`config.mk`:
```
export PLATFORM = sky130hd
export DESIGN_NAME = mem_port_arbiter
export DESIGN_NICKNAME = d
export VERILOG_FILES = /design/src/rtl/mem_port_arbiter.sv
export SDC_FILE = /design/constraint.sdc
export NUM_CORES = 1
export LEC_CHECK = 0
export BUFFER_PORTS_ARGS = -buffer_cell sky130_fd_sc_hd__buf_2
export CAP_MARGIN = 30
export CELL_PAD_IN_SITES_DETAIL_PLACEMENT = 1
export CELL_PAD_IN_SITES_GLOBAL_PLACEMENT = 2
export CORE_MARGIN = 1.5
export CORE_UTILIZATION = 30
export CTS_BUF_LIST = sky130_fd_sc_hd__clkbuf_4 sky130_fd_sc_hd__clkbuf_8
export DETAILED_ROUTE_END_ITERATION = 10
export HOLD_SLACK_MARGIN = 0.08
export PLACE_DENSITY_LB_ADDON = 0.1
export SLEW_MARGIN = 25
export SYNTH_ARGS = -nofsm -noshare
export SYNTH_HDL_FRONTEND = slang
export SYNTH_SLANG_ARGS = --single-unit
```
`constraint.sdc`:
```
create_clock -name clk -period 2.9 [get_ports clk]
set_input_delay 0.145 -clock clk [delete_from_list [all_inputs] [get_ports clk]]
set_output_delay 0.145 -clock clk [all_outputs]
set_load 0.005 [all_outputs]
```
`src/rtl/mem_port_arbiter.sv`:
```
// Two-master arbiter for the unified memory of the multicycle ARM core: core (M0) vs debug/loader (M1).
// Optional build macro ARB_LOCK_EN adds m1_lock, which lets M1 hold the memory across cycles.
module mem_port_arbiter #(
  parameter int ADDR_W   = 32,
  parameter int DATA_W   = 32,
  parameter int MAX_WAIT = 8
) (
  input  logic              clk,
  input  logic              reset,
  input  logic              m0_req,
  input  logic              m0_we,
  input  logic [ADDR_W-1:0] m0_adr,
  input  logic [DATA_W-1:0] m0_wd,
  output logic              m0_gnt,
  output logic              m0_rvalid,
  output logic [DATA_W-1:0] m0_rd,
  input  logic              m1_req,
  input  logic              m1_we,
  input  logic [ADDR_W-1:0] m1_adr,
  input  logic [DATA_W-1:0] m1_wd,
  output logic              m1_gnt,
  output logic              m1_rvalid,
  output logic [DATA_W-1:0] m1_rd,
`ifdef ARB_LOCK_EN
  input  logic              m1_lock,
`endif
  output logic [ADDR_W-1:0] mem_adr,
  output logic [DATA_W-1:0] mem_wd,
  output logic              mem_we,
  input  logic [DATA_W-1:0] mem_rd
);

  typedef enum logic [1:0] {
    OWN_NONE      = 2'd0,
    OWN_M0        = 2'd1,
    OWN_M1        = 2'd2
`ifdef ARB_LOCK_EN
    , OWN_M1_LOCKED = 2'd3
`endif
  } owner_t;

  localparam logic [7:0] MAX_WAIT_C = 8'(MAX_WAIT);

  owner_t            owner;
  owner_t            owner_next;
  logic [7:0]        wait_cnt;
  logic [ADDR_W-1:0] hold_adr;
  logic [DATA_W-1:0] hold_wd;
  logic              locked;

`ifdef ARB_LOCK_EN
  assign locked = (owner == OWN_M1_LOCKED);
`else
  assign locked = 1'b0;
`endif

  // Core has priority until M1 has been starved for MAX_WAIT cycles; reset low kills every grant.
  always_comb begin
    m0_gnt = 1'b0;
    m1_gnt = 1'b0;
    if (reset) begin
      if (locked)
        m1_gnt = m1_req;
      else if (m1_req && (!m0_req || wait_cnt == MAX_WAIT_C))
        m1_gnt = 1'b1;
      else
        m0_gnt = m0_req;
    end
  end

  always_comb begin
    owner_next = OWN_NONE;
    if (m0_gnt)
      owner_next = OWN_M0;
    else if (m1_gnt)
      owner_next = OWN_M1;
`ifdef ARB_LOCK_EN
    if ((m1_gnt || locked) && m1_lock)
      owner_next = OWN_M1_LOCKED;
`endif
  end

  // The current grant steers the memory; when idle the previous owner's bus is shown, else the last value is held.
  always_comb begin
    mem_adr = hold_adr;
    mem_wd  = hold_wd;
    mem_we  = 1'b0;
    if (m0_gnt) begin
      mem_adr = m0_adr;
      mem_wd  = m0_wd;
      mem_we  = m0_we;
    end else if (m1_gnt) begin
      mem_adr = m1_adr;
      mem_wd  = m1_wd;
      mem_we  = m1_we;
    end else begin
      case (owner)
        OWN_M0: begin
          mem_adr = m0_adr;
          mem_wd  = m0_wd;
        end
        OWN_M1: begin
          mem_adr = m1_adr;
          mem_wd  = m1_wd;
        end
        default: begin
        end
      endcase
    end
  end

  always_ff @(posedge clk or negedge reset) begin
    if (!reset) begin
      owner     <= OWN_NONE;
      wait_cnt  <= 8'd0;
      hold_adr  <= '0;
      hold_wd   <= '0;
      m0_rvalid <= 1'b0;
      m0_rd     <= '0;
      m1_rvalid <= 1'b0;
      m1_rd     <= '0;
    end else begin
      owner    <= owner_next;
      hold_adr <= mem_adr;
      hold_wd  <= mem_wd;

      if (locked || !m1_req || m1_gnt)
        wait_cnt <= 8'd0;
      else if (wait_cnt != MAX_WAIT_C)
        wait_cnt <= wait_cnt + 8'd1;

      m0_rvalid <= m0_gnt && !m0_we;
      if (m0_gnt && !m0_we)
        m0_rd <= mem_rd;

      m1_rvalid <= m1_gnt && !m1_we;
      if (m1_gnt && !m1_we)
        m1_rd <= mem_rd;
    end
  end

endmodule

```
Word-level counts from Yosys, hierarchy flattened
Cells that the tools add are included.
{"block": "op_classes", "add_sub_neg": 1, "eq_ne": 4, "mux": 16, "n_reduce_logical": 10}
{"cell": "$mux 32", "n": 4}
{"cell": "$pmux 32 s2", "n": 2}
{"cell": "$mux 8", "n": 2}
{"cell": "$add 8x1->8 const B", "n": 1}
{"cell": "$eq 8x4->1 const B", "n": 1}
{"cell": "$ne 8x4->1 const B", "n": 1}
{"cell": "$mux 1", "n": 6}
{"cell": "$logic_not 1->1", "n": 4}
{"cell": "$mux 2", "n": 2}
{"cell": "$logic_and 1x1->1", "n": 3}
{"cell": "$eq 2x1->1 const B", "n": 1}
{"cell": "$eq 2x2->1 const B", "n": 1}
{"cell": "$logic_or 1x1->1", "n": 2}
{"cell": "$reduce_bool 2->1", "n": 1}
{"block": "totals", "reg_bits": 140, "input_bits": 166, "out_inout_bits": 133, "elab_cells": 39}

Logic depth before layout (Yosys ltp)
Gate-level depths: netlist (run 1).
{"block": "logic_depth", "ltp_word": 7, "mapped_depth": 8, "mapped_depth_nobuf": 6}

Worst setup path before layout (run 1)
OpenSTA, ideal clock, no wires.
{"block": "synth_path", "path_type": "reg2reg", "from": "register wait_cnt[4]", "to": "register m1_rd[10]", "setup_time_ns": 0.125, "t_arrival_ns": 2.114, "required_ns": 2.775, "slack_ns": 0.661, "path_stages_with_launch": 6, "path_buffers": 1, "synth_period_minus_slack_ns": 2.239, "cell_sequence": "dfrtp_1 -> or4_4 -> o31a_1 -> nor3_4 -> buf_6 -> mux2_4"}
{"block": "synth_via", "elab_chain_cells": 6}
{"element": "start: declaration", "line_no": "46", "source": "logic [7:0] wait_cnt;"}
{"element": "start signal: assignment", "line_no": "130", "source": "wait_cnt <= wait_cnt + 8'd1;"}
{"element": "$eq 8x4->1", "line_no": "64", "source": "else if (m1_req && (!m0_req || wait_cnt == MAX_WAIT_C))"}
{"element": "$logic_or 1x1->1", "line_no": "64"}
{"element": "$logic_and 1x1->1", "line_no": "64"}
{"element": "$mux 1", "line_no": "64"}
{"element": "$mux 1", "line_no": "61", "source": "if (reset) begin"}
{"element": "$logic_and 1x1->1", "line_no": "137", "source": "if (m1_gnt && !m1_we)"}
{"element": "end signal: assignment", "line_no": "138", "source": "m1_rd <= mem_rd;"}
{"element": "end: declaration", "line_no": "23", "source": "output logic [DATA_W-1:0] m1_rd,"}
No other way between the ends.
A chain may end at the register's enable or synchronous reset.

Final worst setup path (run 1)
{"block": "layout_path", "from": "register wait_cnt[4]", "to": "output mem_adr[18]"}
{"block": "layout_via", "elab_chain_cells": 7, "word_cells_on_any_way": 9, "classes_between": "eq/ne: 1; mux: 6; reduce/logical: 2"}
{"element": "$eq 8x4->1 *", "line_no": "64"}
{"element": "$logic_or 1x1->1 *", "line_no": "64"}
{"element": "$logic_and 1x1->1 *", "line_no": "64"}
{"element": "$mux 1", "line_no": "64"}
{"element": "$mux 1", "line_no": "61"}
{"element": "$mux 32", "line_no": "92", "source": "end else if (m1_gnt) begin"}
{"element": "$mux 32 *", "line_no": "88", "source": "if (m0_gnt) begin"}
{"element": "end: declaration", "line_no": "27", "source": "output logic [ADDR_W-1:0] mem_adr,"}
Every way passes the cells marked *; elsewhere a longest branch is shown, timed or not.

==> results of run 1 <==
==> cells in the mapped netlist <==
| master | count | area share |
|---|---|---|
| nor3_4 | 1 | 0.0024 |
| nand3b_1 | 1 | 0.0011 |
| nor2_1 | 9 | 0.0049 |
| buf_6 | 3 | 0.0049 |
| mux2_2 | 35 | 0.058 |
| inv_1 | 5 | 0.0027 |
| o21ai_0 | 1 | 0.00073 |
| a21boi_0 | 1 | 0.0011 |
| o32ai_1 | 1 | 0.0013 |
| or4_4 | 1 | 0.0016 |
| buf_2 | 14 | 0.010 |
| dfrtp_1 | 140 | 0.51 |
| nand2b_1 | 2 | 0.0018 |
| nand2_1 | 5 | 0.0027 |
| buf_1 | 4 | 0.0022 |
| ha_1 | 4 | 0.0073 |
| a21oi_1 | 1 | 0.00073 |
| nor4b_4 | 1 | 0.0035 |
| or3b_2 | 1 | 0.0013 |
| nor2b_1 | 64 | 0.058 |
| a221o_1 | 64 | 0.093 |
| a221oi_1 | 64 | 0.082 |
| o31a_1 | 1 | 0.0013 |
| mux2_4 | 29 | 0.064 |
| clkbuf_1 | 33 | 0.018 |
| xor2_1 | 5 | 0.0064 |
| nor3_1 | 68 | 0.050 |
| nand3_1 | 7 | 0.0051 |
| xnor2_1 | 1 | 0.0013 |
| and3_1 | 2 | 0.0018 |
==> logic make-up (layout without fill, tap and decap cells) <==
group	Yosys count	in the layout
AO/OA/AOI/OAI	133	133
XOR/XNOR	6	6
adder cells (fa/ha/maj)	4	4
buffers and inverters	59	514
flip-flops	140	140
multiplexers	64	64
other	0	3
AND/OR/NAND/NOR	162	162
==> power groups by stage <==
| stage | Combinational (mW) | Clock (mW) | Sequential (mW) |
|---|---|---|---|
| 4_1_cts | 1.80 | 1.68 | 2.42 |
| 2_1_floorplan | 0.723 | 0 | 2.46 |
| 3_5_place_dp | 1.48 | 0 | 2.46 |
| 5_1_grt | 1.97 | 1.77 | 2.46 |
| 3_3_place_gp | 1.44 | 0 | 2.44 |
| 6_report | 1.81 | 1.62 | 2.42 |
==> per-layer routing <==
metal,global-route usage,share of wire,routed length [um],up-vias
li1,-,-,-,3115
met1,0.274,0.42,11300,3506
met2,0.404,0.50,13500,243
met3,0.0524,0.052,1400,41
met4,0.0883,0.024,631,2
met5,0,0.00045,12,-
==> registers in the layout, summed over array words and instances (netlist names) <==
signal,count
hold_adr,32
hold_wd,32
m0_rd,32
m1_rd,32
wait_cnt,8
owner,2
m0_rvalid,1
m1_rvalid,1
==> worst max-delay path, stage by stage, from the launching register on <==
cell and delay, ns:
dfrtp_1 0.42, or4_4 0.58, nor4b_4 0.35, nor2_4 0.09, buf_6 0.20, a221o_1 0.40, buf_2 0.15
==> per-stage QoR <==
stage	power (mW)	cell area [um2]	setup TNS (ns)
floorplan	3.18	6850	0
global placement	3.88	8690	0
detailed placement	3.94	8720	0
CTS	5.90	10800	0
global route	6.20	10800	-0.0120
finish	5.85	10800	0
==> timing repair <==
item                                    CTS  global route
pin swaps                                 1             4
setup buffers                             1             1
endpoints found under the hold margin   169             0
endpoints found under the setup margin   64            92
gates cloned                              0             0
gates resized for setup                   2             7
hold buffers                            162             0
==> area by class of cell <==
cell class | count | area, um2 | area share
Inverter | 5 | 18.8 | 0.00174
Clock inverter | 15 | 169 | 0.0156
Tap cell | 285 | 357 | 0.0330
Timing Repair Buffer | 477 | 3370 | 0.312
Antenna cell | 3 | 7.51 | 0.000695
Sequential cell | 140 | 3500 | 0.324
Multi-Input combinational cell | 369 | 3140 | 0.291
Clock buffer | 17 | 234 | 0.0217
==> worst max-delay path by stage <==
stage | startpoint | endpoint | slack [ns] | depth (start not counted)
floorplan | wait_cnt[4]$_DFFE_PN0P_ | m1_rd[10]$_DFFE_PN0P_ | 0.66 | 5
global placement | wait_cnt[0]$_DFFE_PN0P_ | m0_rd[27]$_DFFE_PN0P_ | 0.44 | 7
detailed placement | wait_cnt[0]$_DFFE_PN0P_ | m0_rd[27]$_DFFE_PN0P_ | 0.34 | 7
CTS | wait_cnt[4]$_DFFE_PN0P_ | mem_adr[7] | 0.01 | 6
global route | wait_cnt[4]$_DFFE_PN0P_ | mem_wd[3] | -0.004 | 6
finish | wait_cnt[4]$_DFFE_PN0P_ | mem_adr[18] | 0.11 | 6
==> impl_metrics.json, run 1 <==
{
  "status": "completed",
  "grt_max_degree": 65,
  "irDropWorstVdd_uv": 258,
  "rr_startpoint": "wait_cnt[4]$_DFFE_PN0P_",
  "fin_cells": 1311,
  "drv_cap": 0,
  "pwr-share-comb": 0.309,
  "syn_to_final_growth_pct": 57.5,
  "worstSetupPathType": "reg2out",
  "crit_arrival_ns": 2.65,
  "finClkSkew_ns": 0.0152,
  "mappedNetlistArea_um2": 6850,
  "cts.sinks": 140,
  "synthMuxAreaShare": 0.121,
  "layout_commonest_cell": "buf_2",
  "holdWs_ns": 0.123,
  "dp_hpwl_mm": 16.8,
  "vias_per_cell": 5.27,
  "die_h_um": 154,
  "synth-adder-area-share": 0.00730,
  "clkSlewWorstSetupHoldPaths_ns": 0.10,
  "core_area_um2": 22500,
  "clockBufferDepth": 2,
  "clk_root_buffer_cell": "clkbuf_8",
  "first_iter_violations": 315,
  "p_sw_mw": 1.89,
  "cts_tree": "yes",
  "cp_max_fo": 27,
  "power_leakage_nw": 4.99,
  "hold_path_class": "in2async",
  "p_seq_frac": 0.414,
  "fmax_mhz": 358,
  "htreeDepth": 4,
  "power.density_nw_per_um2": 542,
  "dp_worst_setup_slack_ns": 0.343,
  "yosys_warnings": 0,
  "r2r_slack_ns": 0.14,
  "switching_share": 0.323,
  "r2r_cells": 6,
  "rows": 55,
  "nets": 1180,
  "clk-insertion-delay-late_ns": 0.46,
  "utilization": 0.480,
  "grtUsageTotal": 0.230,
  "relSlewSlack": 0.446,
  "synth_top_family_by_area": "compound AO/OA/AOI/OAI gates",
  "grt_remaining_overflow": 0,
  "port_buffers": 298,
  "ios": 299,
  "fin_crit_ns": 2.79,
  "numCtsBuffers": 17,
  "die_area_um2": 23800,
  "setup_viol": 0,
  "power.internal_mw": 3.96,
  "critPathCaptureType": "output pin",
  "initial_utilization": 0.305,
  "layout_common_cells": "297 x buf_2, 162 x dlygate4sd3_1, 140 x dfrtp_1",
  "routabilityCongestion": 0.761,
  "synth-xor-area-share": 0.00767,
  "required_ns": 2.76,
  "slew_violations": 0,
  "start_kind": "flop",
  "grt_first_pass_wirelength_mm": 42.9,
  "vias": 6907,
  "syn_inst": 568,
  "drc": 0,
  "yosysSeqAreaShare": 0.511,
  "die_w_um": 154,
  "yosys.area_share.simple": 0.134,
  "drtAntennaViolNets": 0,
  "place_inst": 1112,
  "drt_wl_total_mm": 26.8,
  "synth-seq-cells": 140,
  "fill_cells": 2499,
  "clkPwrFrac": 0.277,
  "syn-num-nets": 738,
  "synth-compound-area-share": 0.180,
  "tightest_slew_ns": 0.831,
  "r2r-end": "hold_wd[14]$_DFF_PN0_",
  "layout-drive-gt1-share": 0.412,
  "setup_ws_ns": 0.107,
  "avgSynthCellArea_um2": 12.1,
  "firstDrtPassIters": 7,
  "synth_cell_types": 30,
  "antenna_found_initial": 4,
  "hold_viol_final": 0,
  "routedWlPerCell_um": 20.4,
  "finalCritPeriodShare": 0.963,
  "grt_pass1_vias": 7816
}
Power figures use the tool's default switching activity.
==> run 2, diff against run 1 <==
--- a/config.mk
+++ b/config.mk
@@ -10,8 +10,7 @@
 export CELL_PAD_IN_SITES_DETAIL_PLACEMENT = 1
 export CELL_PAD_IN_SITES_GLOBAL_PLACEMENT = 2
 export CORE_MARGIN = 1.5
-export CORE_UTILIZATION = 30
-export CTS_BUF_LIST = sky130_fd_sc_hd__clkbuf_4 sky130_fd_sc_hd__clkbuf_8
+export CORE_UTILIZATION = 29
 export DETAILED_ROUTE_END_ITERATION = 10
 export HOLD_SLACK_MARGIN = 0.08
 export PLACE_DENSITY_LB_ADDON = 0.1
==> impl_metrics.json, run 2 (synthesized netlist as in run 1, its figures left out) <==
{
  "dpl_cell_area_um2": 8720,
  "rr_startpoint": "wait_cnt[7]$_DFFE_PN0P_",
  "worstSetupPathType": "reg2out",
  "seq_area_um2": 3500,
  "firstDrtPassIters": 4,
  "min_to": "wait_cnt[1]$_DFFE_PN0P_",
  "fin_crit_ns": 2.86,
  "rows": 56,
  "clockBufferDepth": 2,
  "drtAntennaViolNets": 0,
  "clk-insertion-delay-late_ns": 0.43,
  "vias_per_cell": 5.17,
  "die_w_um": 157,
  "power.density_nw_per_um2": 574,
  "pwr-share-comb": 0.285,
  "tightest_slew_ns": 0.842,
  "drv_cap": 0,
  "dp_hpwl_mm": 16.1,
  "utilization": 0.474,
  "finClkSkew_ns": 0.00982,
  "relSlewSlack": 0.439,
  "die_area_um2": 24600,
  "drc": 0,
  "hold_viol_final": 0,
  "grt_pass1_vias": 7492,
  "initial_utilization": 0.294,
  "grtUsageTotal": 0.210,
  "power_leakage_nw": 5.12,
  "nets": 1188,
  "p_seq_frac": 0.382,
  "cp_max_fo": 14,
  "rsz0062_at_grt": "true",
  "fin_area_um2": 11100,
  "first_iter_violations": 374,
  "cts_tree": "yes",
  "grt_remaining_overflow": 0,
  "min-delay-start": "reset",
  "clkSlewWorstSetupHoldPaths_ns": 0.06,
  "grt_max_degree": 144,
  "critPathCaptureType": "output pin",
  "clkPwrFrac": 0.333,
  "clk_root_buffer_cell": "clkbuf_16",
  "required_ns": 2.76,
  "layout_common_cells": "297 x buf_2, 162 x dlygate4sd3_1, 140 x dfrtp_1",
  "tns_ns": 0,
  "numCtsBuffers": 17,
  "p_sw_mw": 1.89,
  "drt_wl_total_mm": 26.8,
  "antenna_found_initial": 1,
  "start_kind": "flop",
  "switching_share": 0.297,
  "slew_violations": 0,
  "irDropWorstVdd_uv": 248,
  "port_buffers": 298,
  "hold_path_class": "in2reg",
  "grt_first_pass_wirelength_mm": 40.3,
  "worstPathCellList": "or4_4 -> nor4b_4 -> buf_4 -> nor2_4 -> buf_12 -> a221o_1 -> buf_2",
  "routabilityCongestion": 0.801,
  "layout-drive-gt1-share": 0.416,
  "setup_viol": 0,
  "die_h_um": 157,
  "slowest_stage": "or4_4",
  "r2r_slack_ns": 0.07,
  "fmax_mhz": 350,
  "vias": 6987,
  "finalCritPeriodShare": 0.985,
  "crit_arrival_ns": 2.71,
  "whs_path_depth": 4,
  "cts.sinks": 140,
  "ios": 299,
  "routedWlPerCell_um": 19.8,
  "status": "completed",
  "core_area_um2": 23300,
  "multiInputGateArea_um2": 3140,
  "layout_commonest_cell": "buf_2",
  "r2r_cells": 7,
  "htreeDepth": 4,
  "r2r-end": "hold_adr[1]$_DFF_PN0_",
  "syn_to_final_growth_pct": 61.5,
  "fill_cells": 2604,
  "power.internal_mw": 4.47,
  "worst_path_largest_cell_delay_ns": 0.57
}
-- run 2: cell types whose count changed in the layout (fill, tap and decap cells not counted), sizes merged --
cell / delta
buf: +4
clkbuf: +4
clkinv: -1
diode: -2
nor2: +1
-- run 2: stage by stage --
step / instances / power, mW / hold slack (ns) / setup WS (ns)
global placement: 1142 / 3.88 / 0.365 / 0.342
finish: 1351 / 6.35 / 0.102 / 0.0446
detailed placement: 1143 / 3.92 / 0.381 / 0.399
CTS: 1339 / 6.39 / 0.0952 / 0.0153
global route: 1351 / 6.70 / 0.114 / -0.0427
floorplan: 568 / 3.18 / -0.151 / 0.661
-- run 2: metal layers --
layer	GRT usage	vias to the layer above	share of wire
met5	0	-	0
met4	0.0825	0	0.023
met3	0.0485	37	0.056
met2	0.349	264	0.48
met1	0.264	3544	0.44
li1	-	3142	-
-- run 2: timing repair --
item,4_1_cts,5_1_grt
endpoints found under the setup margin,64,91
hold buffers,162,0
pin swaps,2,14
hold endpoints to repair,272,0
gates resized for setup,2,6
cloned,0,6
buffers inserted,2,5
-- run 2: cell type report --
cell class              instances  area share
flip-flops and latches        140       0.316
repair buffers                484       0.311
multi-input cells             370       0.283
clock buffers                  18      0.0397
well taps                     319      0.0361
clock inverters                14      0.0112
inverters                       5     0.00170
diodes                          1    0.000226
-- run 2: worst max-delay path by stage --
stage                            start                    end  slack [ns]  cells past startpoint
6_report       wait_cnt[7]$_DFFE_PN0P_             mem_adr[1]        0.04                      7
5_1_grt        wait_cnt[7]$_DFFE_PN0P_             mem_adr[1]       -0.04                      7
4_1_cts                          reset            mem_adr[20]        0.02                      8
3_5_place_dp   wait_cnt[5]$_DFFE_PN0P_            mem_adr[17]        0.40                      6
3_3_place_gp   wait_cnt[0]$_DFFE_PN0P_             mem_wd[22]        0.34                      8
2_1_floorplan  wait_cnt[4]$_DFFE_PN0P_  m1_rd[10]$_DFFE_PN0P_        0.66                      5
-- run 2: worst max-delay path, delay by kind of cell, from the launching register on --
family | cells | cell delay [ns]
AO/OA/AOI/OAI | 1 | 0.37
buffers and inverters | 3 | 0.53
flip-flops | 1 | 0.38
AND/OR/NAND/NOR | 3 | 1.00
-- run 2: power groups by stage --
stage	registers (mW)	clock network, mW	logic (mW)
after CTS	2.43	2.18	1.78
after global routing	2.46	2.26	1.98
after global placement	2.45	0	1.43
final	2.43	2.11	1.81
after floorplan	2.46	0	0.723
after detailed placement	2.46	0	1.46
